===== config.mk =====
export PLATFORM = sky130hd
export DESIGN_NAME = parallel_load_register
export DESIGN_NICKNAME = d
export VERILOG_FILES = /design/src/rtl/parallel_register_pkg.sv /design/src/rtl/pr_bit_cell.sv /design/src/rtl/parallel_load_register.sv
export SDC_FILE = /design/constraint.sdc
export NUM_CORES = 1
export LEC_CHECK = 0
export ABC_AREA = 1
export BUFFER_PORTS_ARGS = -buffer_cell sky130_fd_sc_hd__buf_2
export CAP_MARGIN = 5
export CORE_AREA = 3 3 40 42
export DETAILED_ROUTE_END_ITERATION = 16
export DIE_AREA = 0 0 43 45
export PLACE_DENSITY = 0.59
export SLEW_MARGIN = 30
export SYNTH_ARGS = -nofsm -noshare
export SYNTH_HDL_FRONTEND = slang
export SYNTH_HIERARCHICAL = 1
export SYNTH_SLANG_ARGS = --single-unit

===== constraint.sdc =====
create_clock -name clk -period 0.8 [get_ports clk]
set_clock_uncertainty 0.15 [all_clocks]
set_input_delay 0.04 -clock clk [delete_from_list [all_inputs] [get_ports clk]]
set_output_delay 0.04 -clock clk [all_outputs]
set_load 0.01 [all_outputs]

===== src/rtl/parallel_register_pkg.sv =====
// Shared constants for the parallel-load register family.
package parallel_register_pkg;

    // Default data width of a register instance.
    localparam int PR_DEFAULT_WIDTH = 8;

    // Default value replicated into every bit on reset.
    localparam bit PR_DEFAULT_RESET = 1'b0;

endpackage : parallel_register_pkg


===== src/rtl/pr_bit_cell.sv =====
// One storage bit: synchronous reset to RESET_BIT, load enable, otherwise hold.
module pr_bit_cell #(
    parameter logic RESET_BIT = 1'b0
) (
    input  logic clk,
    input  logic rst,
    input  logic load,
    input  logic d,
    output logic q
);

    // Reset has priority over load; with neither asserted the flop holds.
    always_ff @(posedge clk) begin
        if (rst) begin
            q <= RESET_BIT;
        end else if (load) begin
            q <= d;
        end
    end

endmodule : pr_bit_cell


===== src/rtl/parallel_load_register.sv =====
// Width-parameterised register with synchronous parallel load and hold.
// Built from x independent pr_bit_cell instances: bit i of q depends only on
// bit i of data_in and bit i of RESET_VALUE.
// Optional simulation checks are compiled in when PARALLEL_REG_ASSERT_EN is
// defined; the functional logic is identical either way.
module parallel_load_register
    import parallel_register_pkg::*;
#(
    parameter int           x           = PR_DEFAULT_WIDTH,
    parameter logic [x-1:0] RESET_VALUE = {x{PR_DEFAULT_RESET}}
) (
    input  logic         clk,
    input  logic         rst,
    input  logic         load,
    input  logic [x-1:0] data_in,
    output logic [x-1:0] q
);

    // One flop per bit; q comes straight from the flops.
    for (genvar i = 0; i < x; i++) begin : g_bit
        pr_bit_cell #(
            .RESET_BIT (RESET_VALUE[i])
        ) u_cell (
            .clk  (clk),
            .rst  (rst),
            .load (load),
            .d    (data_in[i]),
            .q    (q[i])
        );
    end

`ifdef PARALLEL_REG_ASSERT_EN
    // Reject a zero or negative width at elaboration.
    if (x < 1) begin : g_bad_width
        $error("parallel_load_register: width x must be at least 1");
    end

    // Flag unknown control or captured data at each rising edge.
    always @(posedge clk) begin
        if ($isunknown(rst)) begin
            $error("parallel_load_register: rst is X/Z at clock edge");
        end else if (!rst && $isunknown(load)) begin
            $error("parallel_load_register: load is X/Z while out of reset");
        end else if (!rst && load && $isunknown(data_in)) begin
            $error("parallel_load_register: data_in has X/Z bits during load");
        end
    end
`endif

endmodule : parallel_load_register


==> results.txt <==
----------------------------------------------------
[Synth]
  Dominant cells by area after synthesis ... dfxtp_1 (44%), inv_1 (17%), nand2_1 (17%)
  Synthesized netlist cell count ... 56
  Net Count, Synth ... 67
  Number of storage elements in the synthesis netlist ... 8
  Most area-hungry cell type in the Yosys netlist ... dfxtp_1
  Average instance area after synthesis ... 6.43 µm²
  Cell area after technology mapping ... 360 µm²
  Synth warnings ... 6
  Number of different library cells in the post-synthesis netlist ... 5
  Proportion of netlist area held by the largest area contributor ... 0.444
  Share of synthesized area occupied by flip-flops and latches ... 0.444

[Worst setup path]
  Worst Setup End Kind ... primary output
  Crit path largest cell delay ... 0.32 ns
  Category of the critical setup timing path ... reg2out
  Arrival @ worst endpoint ... 0.68 ns
  CP top delay family ... flip-flops
  FF-to-FF End ... g_bit[0].u_cell/q$_SDFFE_PP0P_
  Critical path buffers and inverters ... 1
  Reg-to-reg critical path startpoint ... g_bit[0].u_cell/q$_SDFFE_PP0P_
  Required time at the worst-slack endpoint ... 0.61 ns
  Maximum fanout encountered on the critical timing path ... 2
  CP Depth ... 1
  Worst Setup Start Kind ... flip-flop
  Highest-delay cell along the critical path ... dfxtp_2
  Cells along the critical path ... buf_6
  Number of cells traversed by the worst register-to-register path ... 2
  Flop-to-flop setup slack ... 0.05 ns

[STA]
  Final worst hold slack ... -0.0751 ns
  Final hold violations ... 8
  Period utilisation layout ... 1.09
  Highest clock rate ... 1.15 GHz
  Fin worst setup slack ... -0.0725 ns
  Transition time at the pin with the least slew margin ... 0.265 ns
  Worst slew margin relative to its limit ... 0.823
  Final number of max-transition violations ... 0
  Unrepaired setup endpoints after global routing ... true
  Final setup violation count ... 8
  Time the final worst path needs with I/O delays and setup ... 0.873 ns

[Place]
  Half-perimeter wire length of the detailed placement result ... 510 µm
  Total of buffers placed on input and output ports ... 18
  Global placer's final weighted congestion ... 0.661
  DP Area ... 469 µm²

[Cells and area]
  Leading cell types in the layout, fill and taps excluded ... inv_1 (16), nand2_1 (16), buf_2 (10)
  Area growth from synthesis to final layout ... 53.1%
  Final Util ... 0.429
  Final instance area ... 552 µm²
  Share of layout cells above drive strength 1 ... 0.481
  Number of antenna diodes ... 0
  Leading registers by flop count ... g_bit.u_cell/q: 8 flops
  Count of nets after finishing ... 90
  Most flops, register ... g_bit.u_cell/q
  Max FFs per register ... 8

[Drt]
  Post-route DRC violation count ... 0
  Detailed Route WL ... 699 µm
  Ratio of routed vias to standard cells ... 3.66
  Via count of the routed design ... 337
  Pre-Repair DR Iteration Count ... 2
  Drt initial violations ... 4
  Remaining number of nets flagged by the antenna check after routing ... 0
  Detail-routed net length per standard cell ... 7.60 µm

[Floorplanning]
  Core Rows ... 13
  DIE AREA ... 1940 µm²
  Starting Density ... 0.280
  Overall die height ... 45 µm
  Boundary Pins ... 19
  Die Wd ... 43 µm
  Area of the core region ... 1280 µm²

[Global route]
  Largest net degree at the start of global routing ... 17
  Wire length of the first global-routing pass ... 1070 µm
  Antenna violations before repair ... 0
  Overall routing resource usage ... 0.0777
  Gr ovfl total ... 0
  Via count of the first global-routing pass ... 279

[Min path]
  Number of instances on the worst hold path ... 5
  Class of the most critical hold timing path ... in2reg
  Startpoint of the most critical hold path ... data_in[3]
  Hold path endpoint ... g_bit[3].u_cell/q$_SDFFE_PP0P_

[Pwr]
  Combinational group share of total power ... 0.192
  Switching Fraction ... 0.256
  Leakage Power ... 0.333 nW
  Fraction of power consumed by the clock network ... 0.329
  Share of power burned in registers ... 0.479
  Max rail drop VDD ... 0.000660 V
  Net Switching ... 0.240 mW
  P per Cell Area ... 1700 nW/µm²
  Int Power ... 0.700 mW

[Clock tree]
  Number of buffers added by the clock tree synthesis step ... 3
  Clock latency reported for the late side of the worst-skew pair ... 0.25 ns
  Post-CTS setup buffer count ... 0
  Clock Tree Root ... clkbuf_4
  CTS tree ... yes
  Number of clock sinks ... 8
  Number of buffers between clock root and the deepest sink ... 2
  Clock slew seen by the registers of the worst setup and hold paths ... 0.05 ns
  CTS HTree Levels ... 1

[Run]
  Max_cap viols ... 0

[Outcome]
  Outcome ... finished with violations
  Violated checks ... hold timing, setup timing

----------------------------------------------------
## synthesized netlist by cell type (all sizes together)
master and n:
dfxtp 8, nor2 16, inv 16, nand2 16
## power by group through the flow
| stage | clock, mW | combinational (mW) | sequential (mW) |
|---|---|---|---|
| after floorplan | 0 | 0.0685 | 0.462 |
| after global placement | 0 | 0.151 | 0.446 |
| after detailed placement | 0 | 0.154 | 0.447 |
| after CTS | 0.329 | 0.185 | 0.451 |
| after global routing | 0.350 | 0.201 | 0.454 |
| final | 0.310 | 0.181 | 0.450 |
## metal layers
layer / share of wire / global-route usage / up-vias
li1: - / - / 198
met1: 0.43 / 0.0754 / 130
met2: 0.51 / 0.123 / 9
met3: 0.067 / 0.0239 / 0
met4: 0 / 0.0904 / 0
met5: 0 / 0 / -
## cell families (layout without fill, tap and decap cells)
logic type    count (synthesis)  in the layout  synth area share
flops                         8              8             0.444
simple gates                 32             32             0.389
buf+inv                      16             37             0.167
## final cells by class
class / count / area, µm²
sequential: 8 / 170
timing repair buffer: 18 / 140
inverter: 16 / 60.1
tap: 15 / 18.8
multi-input combinational: 32 / 140
fill: 140 / 733
clock buffer: 3 / 22.5
## through the flow
step | TNS [ns] | total power [mW] | hold WS (ns) | std cells | setup slack, ns
after global placement | 0 | 0.597 | 0.179 | 89 | 0.0519
final | -0.568 | 0.941 | -0.0751 | 92 | -0.0725
after floorplan | 0 | 0.530 | 0.0271 | 56 | 0.0519
after global routing | -0.802 | 1.01 | -0.0698 | 92 | -0.106
after CTS | -0.676 | 0.965 | -0.0812 | 92 | -0.0887
after detailed placement | 0 | 0.601 | 0.185 | 89 | 0.0292
## how the worst max path moves through the flow
stage / startpoint / end / slack, ns
after floorplan: g_bit[0].u_cell/q$_SDFFE_PP0P_ / g_bit[0].u_cell/q$_SDFFE_PP0P_ / 0.05
after global placement: load / g_bit[5].u_cell/q$_SDFFE_PP0P_ / 0.05
after detailed placement: load / g_bit[7].u_cell/q$_SDFFE_PP0P_ / 0.03
after CTS: g_bit[1].u_cell/q$_SDFFE_PP0P_ / q[1] / -0.09
after global routing: g_bit[7].u_cell/q$_SDFFE_PP0P_ / q[7] / -0.11
final: g_bit[4].u_cell/q$_SDFFE_PP0P_ / q[4] / -0.07
## tightest hold or removal path, delay by kind of cell
kind                   cells  cell delay [ns]
buffers and inverters      2             0.10
and+or+nand+nor            3             0.15
## repair_timing
| action | in CTS | in global routing |
|---|---|---|
| gates resized for setup | 16 | 0 |
| setup endpoints to repair | 8 | 8 |
| endpoints found under the hold margin | 8 | 8 |
Power figures use the tool's default switching activity.
